--- src/rtl/mem_stage_unit_if.sv ---
// Data-memory request/acknowledge bus.
//   master : drives dmem_req/dmem_we/dmem_addr/dmem_wdata, receives dmem_ack/dmem_rdata
//   slave  : the memory side of the same bus
// dmem_ack is a one-cycle pulse; dmem_rdata is valid only while dmem_ack is high.
interface mem_stage_unit_if;
    logic        dmem_req;
    logic        dmem_we;
    logic [31:0] dmem_addr;
    logic [31:0] dmem_wdata;
    logic        dmem_ack;
    logic [31:0] dmem_rdata;

    modport master (
        output dmem_req,
        output dmem_we,
        output dmem_addr,
        output dmem_wdata,
        input  dmem_ack,
        input  dmem_rdata
    );

    modport slave (
        input  dmem_req,
        input  dmem_we,
        input  dmem_addr,
        input  dmem_wdata,
        output dmem_ack,
        output dmem_rdata
    );
endinterface

--- src/rtl/mem_stage_unit.sv ---
// MEM-stage access unit sitting between the EX/MEM and MEM/WB registers.
// Loads (MEMm2reg) and stores (MEMwmem) are issued on a registered req/ack
// bus; the upstream pipeline is stalled until the access finishes. Non-memory
// instructions pass straight through in the same cycle.
// Ports:
//   clk, clrn        clock (rising edge), asynchronous active-low reset
//   MEMwreg..MEMstoreData  instruction fields from EX/MEM
//   dmem             data-memory bus (master side)
//   mem_stall        holds PC, IF/ID, ID/EX and EX/MEM
//   out*             fields presented to MEM/WB (outMemOut = load data buffer)
//   mem_err          sticky misalignment/timeout flag, cleared only by reset
module mem_stage_unit #(
    parameter int unsigned ACK_TIMEOUT = 15
) (
    input  logic                    clk,
    input  logic                    clrn,
    input  logic                    MEMwreg,
    input  logic                    MEMm2reg,
    input  logic                    MEMwmem,
    input  logic [4:0]              MEMwn,
    input  logic [31:0]             MEMaluResult,
    input  logic [31:0]             MEMstoreData,
    mem_stage_unit_if.master        dmem,
    output logic                    mem_stall,
    output logic                    outWreg,
    output logic                    outM2reg,
    output logic [4:0]              outWn,
    output logic [31:0]             outAluResult,
    output logic [31:0]             outMemOut,
    output logic                    mem_err
);

    typedef enum logic [1:0] {
        S_IDLE = 2'd0,
        S_REQ  = 2'd1,
        S_DONE = 2'd2
    } state_e;

    localparam logic [7:0] CNT_LAST = 8'(ACK_TIMEOUT - 32'd1);

    state_e      state_q, state_d;
    logic        req_q, req_d;
    logic        we_q, we_d;
    logic [31:0] addr_q, addr_d;
    logic [31:0] wdata_q, wdata_d;
    logic [31:0] buf_q, buf_d;
    logic        err_q, err_d;
    logic [7:0]  cnt_q, cnt_d;
    logic        tflag_q, tflag_d;

    logic        acc_s;
    logic        mis_s;
    logic        stall_s;

    // Classify the instruction currently held in EX/MEM.
    always_comb begin
        acc_s = MEMm2reg | MEMwmem;
        mis_s = acc_s & (MEMaluResult[1:0] != 2'b00);
    end

    // Next-state, bus, buffer and error-flag logic.
    always_comb begin
        state_d = state_q;
        req_d   = req_q;
        we_d    = we_q;
        addr_d  = addr_q;
        wdata_d = wdata_q;
        buf_d   = buf_q;
        err_d   = err_q;
        cnt_d   = cnt_q;
        tflag_d = tflag_q;
        stall_s = 1'b0;

        case (state_q)
            S_IDLE: begin
                if (mis_s) begin
                    // Misaligned: no bus traffic, writeback suppressed below.
                    err_d = 1'b1;
                end else if (acc_s) begin
                    stall_s = 1'b1;
                    req_d   = 1'b1;
                    we_d    = MEMwmem;
                    addr_d  = MEMaluResult;
                    wdata_d = MEMstoreData;
                    cnt_d   = 8'd0;
                    state_d = S_REQ;
                end else begin
                    stall_s = 1'b0;
                end
            end
            S_REQ: begin
                stall_s = 1'b1;
                if (dmem.dmem_ack) begin
                    req_d   = 1'b0;
                    if (!we_q) begin
                        buf_d = dmem.dmem_rdata;
                    end else begin
                        buf_d = buf_q;
                    end
                    state_d = S_DONE;
                end else if (cnt_q == CNT_LAST) begin
                    // Abandon the access; zero the buffer so no stale data is forwarded.
                    req_d   = 1'b0;
                    err_d   = 1'b1;
                    buf_d   = 32'd0;
                    tflag_d = 1'b1;
                    state_d = S_DONE;
                end else begin
                    cnt_d = cnt_q + 8'd1;
                end
            end
            S_DONE: begin
                // MEM/WB captures at this edge; EX/MEM advances too.
                tflag_d = 1'b0;
                state_d = S_IDLE;
            end
            default: begin
                req_d   = 1'b0;
                tflag_d = 1'b0;
                state_d = S_IDLE;
            end
        endcase
    end

    // State and datapath registers with asynchronous reset.
    always_ff @(posedge clk or negedge clrn) begin
        if (!clrn) begin
            state_q <= S_IDLE;
            req_q   <= 1'b0;
            we_q    <= 1'b0;
            addr_q  <= 32'd0;
            wdata_q <= 32'd0;
            buf_q   <= 32'd0;
            err_q   <= 1'b0;
            cnt_q   <= 8'd0;
            tflag_q <= 1'b0;
        end else begin
            state_q <= state_d;
            req_q   <= req_d;
            we_q    <= we_d;
            addr_q  <= addr_d;
            wdata_q <= wdata_d;
            buf_q   <= buf_d;
            err_q   <= err_d;
            cnt_q   <= cnt_d;
            tflag_q <= tflag_d;
        end
    end

    // Output drive; write enable is gated so a stalled, misaligned or
    // timed-out instruction never writes back.
    always_comb begin
        dmem.dmem_req   = req_q;
        dmem.dmem_we    = we_q;
        dmem.dmem_addr  = addr_q;
        dmem.dmem_wdata = wdata_q;
        mem_stall       = stall_s;
        outWreg         = MEMwreg & ~stall_s & ~mis_s
                          & ~((state_q == S_DONE) & tflag_q);
        outM2reg        = MEMm2reg;
        outWn           = MEMwn;
        outAluResult    = MEMaluResult;
        outMemOut       = buf_q;
        mem_err         = err_q;
    end

endmodule

--- src/flat_wrapper.sv ---
// flat-port wrapper written by rule: the top's interface ports become plain ports
module mem_stage_unit_flat 
#(
    parameter int unsigned ACK_TIMEOUT = 15
)
  (clk, clrn, MEMwreg, MEMm2reg, MEMwmem, MEMwn, MEMaluResult, MEMstoreData, mem_stall, outWreg, outM2reg, outWn, outAluResult, outMemOut, mem_err, dmem_dmem_req, dmem_dmem_we, dmem_dmem_addr, dmem_dmem_wdata, dmem_dmem_ack, dmem_dmem_rdata);
  mem_stage_unit_if dmem_i ();
  input  logic clk;
  input  logic clrn;
  input  logic MEMwreg;
  input  logic MEMm2reg;
  input  logic MEMwmem;
  input  logic [4:0] MEMwn;
  input  logic [31:0] MEMaluResult;
  input  logic [31:0] MEMstoreData;
  output logic mem_stall;
  output logic outWreg;
  output logic outM2reg;
  output logic [4:0] outWn;
  output logic [31:0] outAluResult;
  output logic [31:0] outMemOut;
  output logic mem_err;
  output wire logic [$bits(dmem_i.dmem_req)-1:0] dmem_dmem_req;
  output wire logic [$bits(dmem_i.dmem_we)-1:0] dmem_dmem_we;
  output wire logic [$bits(dmem_i.dmem_addr)-1:0] dmem_dmem_addr;
  output wire logic [$bits(dmem_i.dmem_wdata)-1:0] dmem_dmem_wdata;
  input wire logic [$bits(dmem_i.dmem_ack)-1:0] dmem_dmem_ack;
  input wire logic [$bits(dmem_i.dmem_rdata)-1:0] dmem_dmem_rdata;
  assign dmem_dmem_req = dmem_i.dmem_req;
  assign dmem_dmem_we = dmem_i.dmem_we;
  assign dmem_dmem_addr = dmem_i.dmem_addr;
  assign dmem_dmem_wdata = dmem_i.dmem_wdata;
  assign dmem_i.dmem_ack = dmem_dmem_ack;
  assign dmem_i.dmem_rdata = dmem_dmem_rdata;
  mem_stage_unit #(.ACK_TIMEOUT(ACK_TIMEOUT)) u_core (.clk(clk), .clrn(clrn), .MEMwreg(MEMwreg), .MEMm2reg(MEMm2reg), .MEMwmem(MEMwmem), .MEMwn(MEMwn), .MEMaluResult(MEMaluResult), .MEMstoreData(MEMstoreData), .dmem(dmem_i), .mem_stall(mem_stall), .outWreg(outWreg), .outM2reg(outM2reg), .outWn(outWn), .outAluResult(outAluResult), .outMemOut(outMemOut), .mem_err(mem_err));
endmodule
--- config.mk ---
export PLATFORM = sky130hd
export DESIGN_NAME = mem_stage_unit_flat
export DESIGN_NICKNAME = d
export VERILOG_FILES = /design/src/rtl/mem_stage_unit_if.sv /design/src/rtl/mem_stage_unit.sv /design/src/flat_wrapper.sv
export SDC_FILE = /design/constraint.sdc
export NUM_CORES = 1
export LEC_CHECK = 0
export ABC_AREA = 1
export BUFFER_PORTS_ARGS = -buffer_cell sky130_fd_sc_hd__buf_2
export CAP_MARGIN = 0
export CORE_UTILIZATION = 35
export CTS_CLUSTER_DIAMETER = 30
export CTS_CLUSTER_SIZE = 25
export DETAILED_ROUTE_END_ITERATION = 16
export PLACE_DENSITY_LB_ADDON = 0.15
export RECOVER_POWER = 50
export REMOVE_ABC_BUFFERS = 1
export SETUP_SLACK_MARGIN = 0.1
export SYNTH_ARGS = -nofsm -noshare
export SYNTH_HDL_FRONTEND = slang
export SYNTH_SLANG_ARGS = --single-unit
--- constraint.sdc ---
create_clock -name clk -period 1.9 [get_ports clk]
set_input_delay 0.095 -clock clk [delete_from_list [all_inputs] [get_ports clk]]
set_output_delay 0.095 -clock clk [all_outputs]
set_load 0.05 [all_outputs]
==> summary.md <==
| Metric | Value |
|---|---|
| Vias in the first global route | 4437 |
| Num ports | 246 |
| Vias/cell | 4.33 |
| Layout cells sized above 1 | 21.8% |
| Avg Cell Area, Syn | 8.78 um^2 |
| FP Rows | 42 |
| Synth top area share | 56.5% |
| Area occupied by multi-input gates | 1420 um^2 |
| Worst slew pin tran | 0.891 ns |
| Most frequent cells in the layout | nand2_1, buf_2, dfrtp_1 |
| DP Area | 5930 um^2 |
| Die height | 120 um |
| Yosys top cell by area | dfrtp_1 |
| Core ar. | 13400 um^2 |
| Largest net degree at the start of global routing | 54 |
| VDD IR max | 0.000621 V |
| CP Max Fanout | 9 |
| CTS Buf Count | 9 |
| Hold WS | 0.0214 ns |
| DP HPWL | 8770 um |
| Most common cell after layout, fill and taps aside | nand2_1 |
| DRC Markers | 0 |
| Final Max Slew Viols | 0 |
| Slew headroom | 40.6% |
| Flops & latches, synth | 110 |
| First-pass GRT wire length | 21100 um |
| WL final | 13400 um |
| Fin area | 7030 um^2 |
| RSZ-0062 raised after global routing | no |
| Critical path startpoint category | flop |
| Root buffer cell | clkbuf_16 |
| Worst skew pair latency | 0.35 ns |
| R2R depth | 7 |
| Tcrit/Tclk final | 88.0% |
| TritonCTS clock tree | built |
| Fmax | 598 MHz |
| Cell Pwr Density | 1310 nW/um^2 |
| Skew final | 0.0102 ns |
| Nets | 952 |
| Routed Antenna Nets | 0 |
| Top area cells in the synthesized netlist | dfrtp_1, nand2_1, buf_4 |
| CP endpoint kind | primary output |
| Initial Util | 36.4% |
| CP Data Required Time | 1.80 ns |
| 1st-pass router iterations | 6 |
| # diodes | 0 |
| Hold Path Cell Cnt | 3 |
| Htree depth | 3 |
| Synth warnings | 0 |
| Reg clk slew, reported paths | 0.07 ns |
| Min cycle time layout | 1.67 ns |
| Cells after Synth | 555 |
| Initial antenna violation count | 0 |
| Layout area overhead | 44.3% |
| Per-cell routed wire length | 13.1 um |
| Synth unique cells | 26 |
| Port Buffers | 235 |
| Die width | 120 um |
| Clock tree buffer depth | 2 |
| Filler cells | 1304 |
| Sequential area share after synthesis | 56.5% |
| Leakage | 0.00376 uW |
| DR vias | 4435 |
| Grt ovf | 0 |
| Initial DRC Count | 154 |
| Reg area | 2750 um^2 |
| # setup viols final | 0 |
| Outcome | complete, no violations |
| Critical Path AT | 1.58 ns |
| Die ar. | 14400 um^2 |
| Final hold viol count | 0 |
| Routability Congestion | 0.765 |
| Max_cap viols | 0 |
| Setup CP Type | reg -> out |
| GRT Util Overall | 18.8% |
| Hold Crit Class | in -> reg |
| Clk sinks | 110 |
| Cell Area, Synth | 4870 um^2 |
-- logic make-up (layout without fill, tap and decap cells) --
group / Yosys count / in the layout / share of synthesized area [%]
buffers and inverters: 134 / 426 / 14.9
adder cells (fa/ha/maj): 2 / 2 / 0.514
AND/OR/NAND/NOR: 238 / 238 / 20.4
AO/OA/AOI/OAI: 71 / 72 / 7.76
flip-flops: 110 / 110 / 56.5
-- power breakdown --
group | total [uW] | leakage (uW) | internal (uW) | switching [uW]
sequential | 3350 | 0.00138 | 2970 | 382
combinational | 4080 | 0.00224 | 845 | 3230
clock | 1800 | 0.000131 | 935 | 864
total | 9230 | 0.00376 | 4750 | 4480
-- area by class of cell --
type	count	share of cell area, %
inverters	74	3.97
clock inverters	4	0.445
repair buffers	336	29.6
clock buffers	12	3.51
well taps	176	3.13
multi-input cells	312	20.2
flip-flops and latches	110	39.2
-- cell usage after synthesis (all sizes together) --
| cell type | number |
|---|---|
| inv | 73 |
| clkbuf | 1 |
| buf | 59 |
| o31ai | 1 |
| o21bai | 2 |
| nor3b | 2 |
| ha | 2 |
| nor3 | 1 |
| nand2 | 201 |
| nor2 | 19 |
| o21ai | 68 |
| nand3 | 13 |
| clkinv | 1 |
| nand3b | 2 |
| dfrtp | 110 |
-- state kept, by name, summed over array words and instances, names as in the netlist --
| signal | count |
|---|---|
| u_core.dmem.dmem_wdata | 32 |
| u_core.outMemOut | 32 |
| u_core.tflag_q | 1 |
| u_core.cnt_q | 8 |
| u_core.mem_err | 1 |
| u_core.dmem.dmem_addr | 32 |
| u_core.dmem.dmem_we | 1 |
| u_core.state_q | 2 |
| u_core.dmem.dmem_req | 1 |
-- worst paths after layout --
path	start	to	slack [ns]
max reg2reg	u_core.cnt_q[0]	u_core.outMemOut[12]	0.37
max in group asynchronous	clrn	u_core.dmem.dmem_req	0.55
min reg2reg	u_core.outMemOut[5]	u_core.outMemOut[5]	0.47
max	u_core.state_q[1]	outWreg	0.23
min	MEMstoreData[28]	u_core.dmem.dmem_wdata[28]	0.02
min in group asynchronous	clrn	u_core.dmem.dmem_wdata[4]	0.18
-- through the flow --
stage,util [%],instances,total power (uW),TNS [ns],setup slack (ns)
final,52.5,1024,9230,0,0.229
after global routing,52.5,1024,9720,0,0.125
after CTS,53.2,1022,9440,0,0.0839
after detailed placement,44.3,914,7440,0,0.121
after global placement,44.3,914,7390,0,0.190
after floorplan,-,495,6190,-48.24,-2.15
-- timing repair --
item | 4_1_cts | 5_1_grt
setup endpoints to repair | 2 | 32
buffers inserted | 0 | 1
pin swaps | 0 | 1
cloned | 0 | 1
resized for setup | 2 | 1
hold buffers | 92 | 0
endpoints found under the hold margin | 115 | 0
-- per-layer routing --
layer,up-vias,GRT usage [%],share of wire [%]
met1,2018,22.4,41
met4,0,10.1,2.9
met5,-,0,0
li1,2223,-,-
met3,27,4.85,6.9
met2,167,31.1,49
-- critical path: stages, from the launching register on --
cell and delay, ns:
dfrtp_1 0.37, inv_1 0.11, nand2_2 0.20, nand2_1 0.11, nor3_1 0.20, buf_4 0.23
Note: power is estimated with default switching activity, not from simulation.
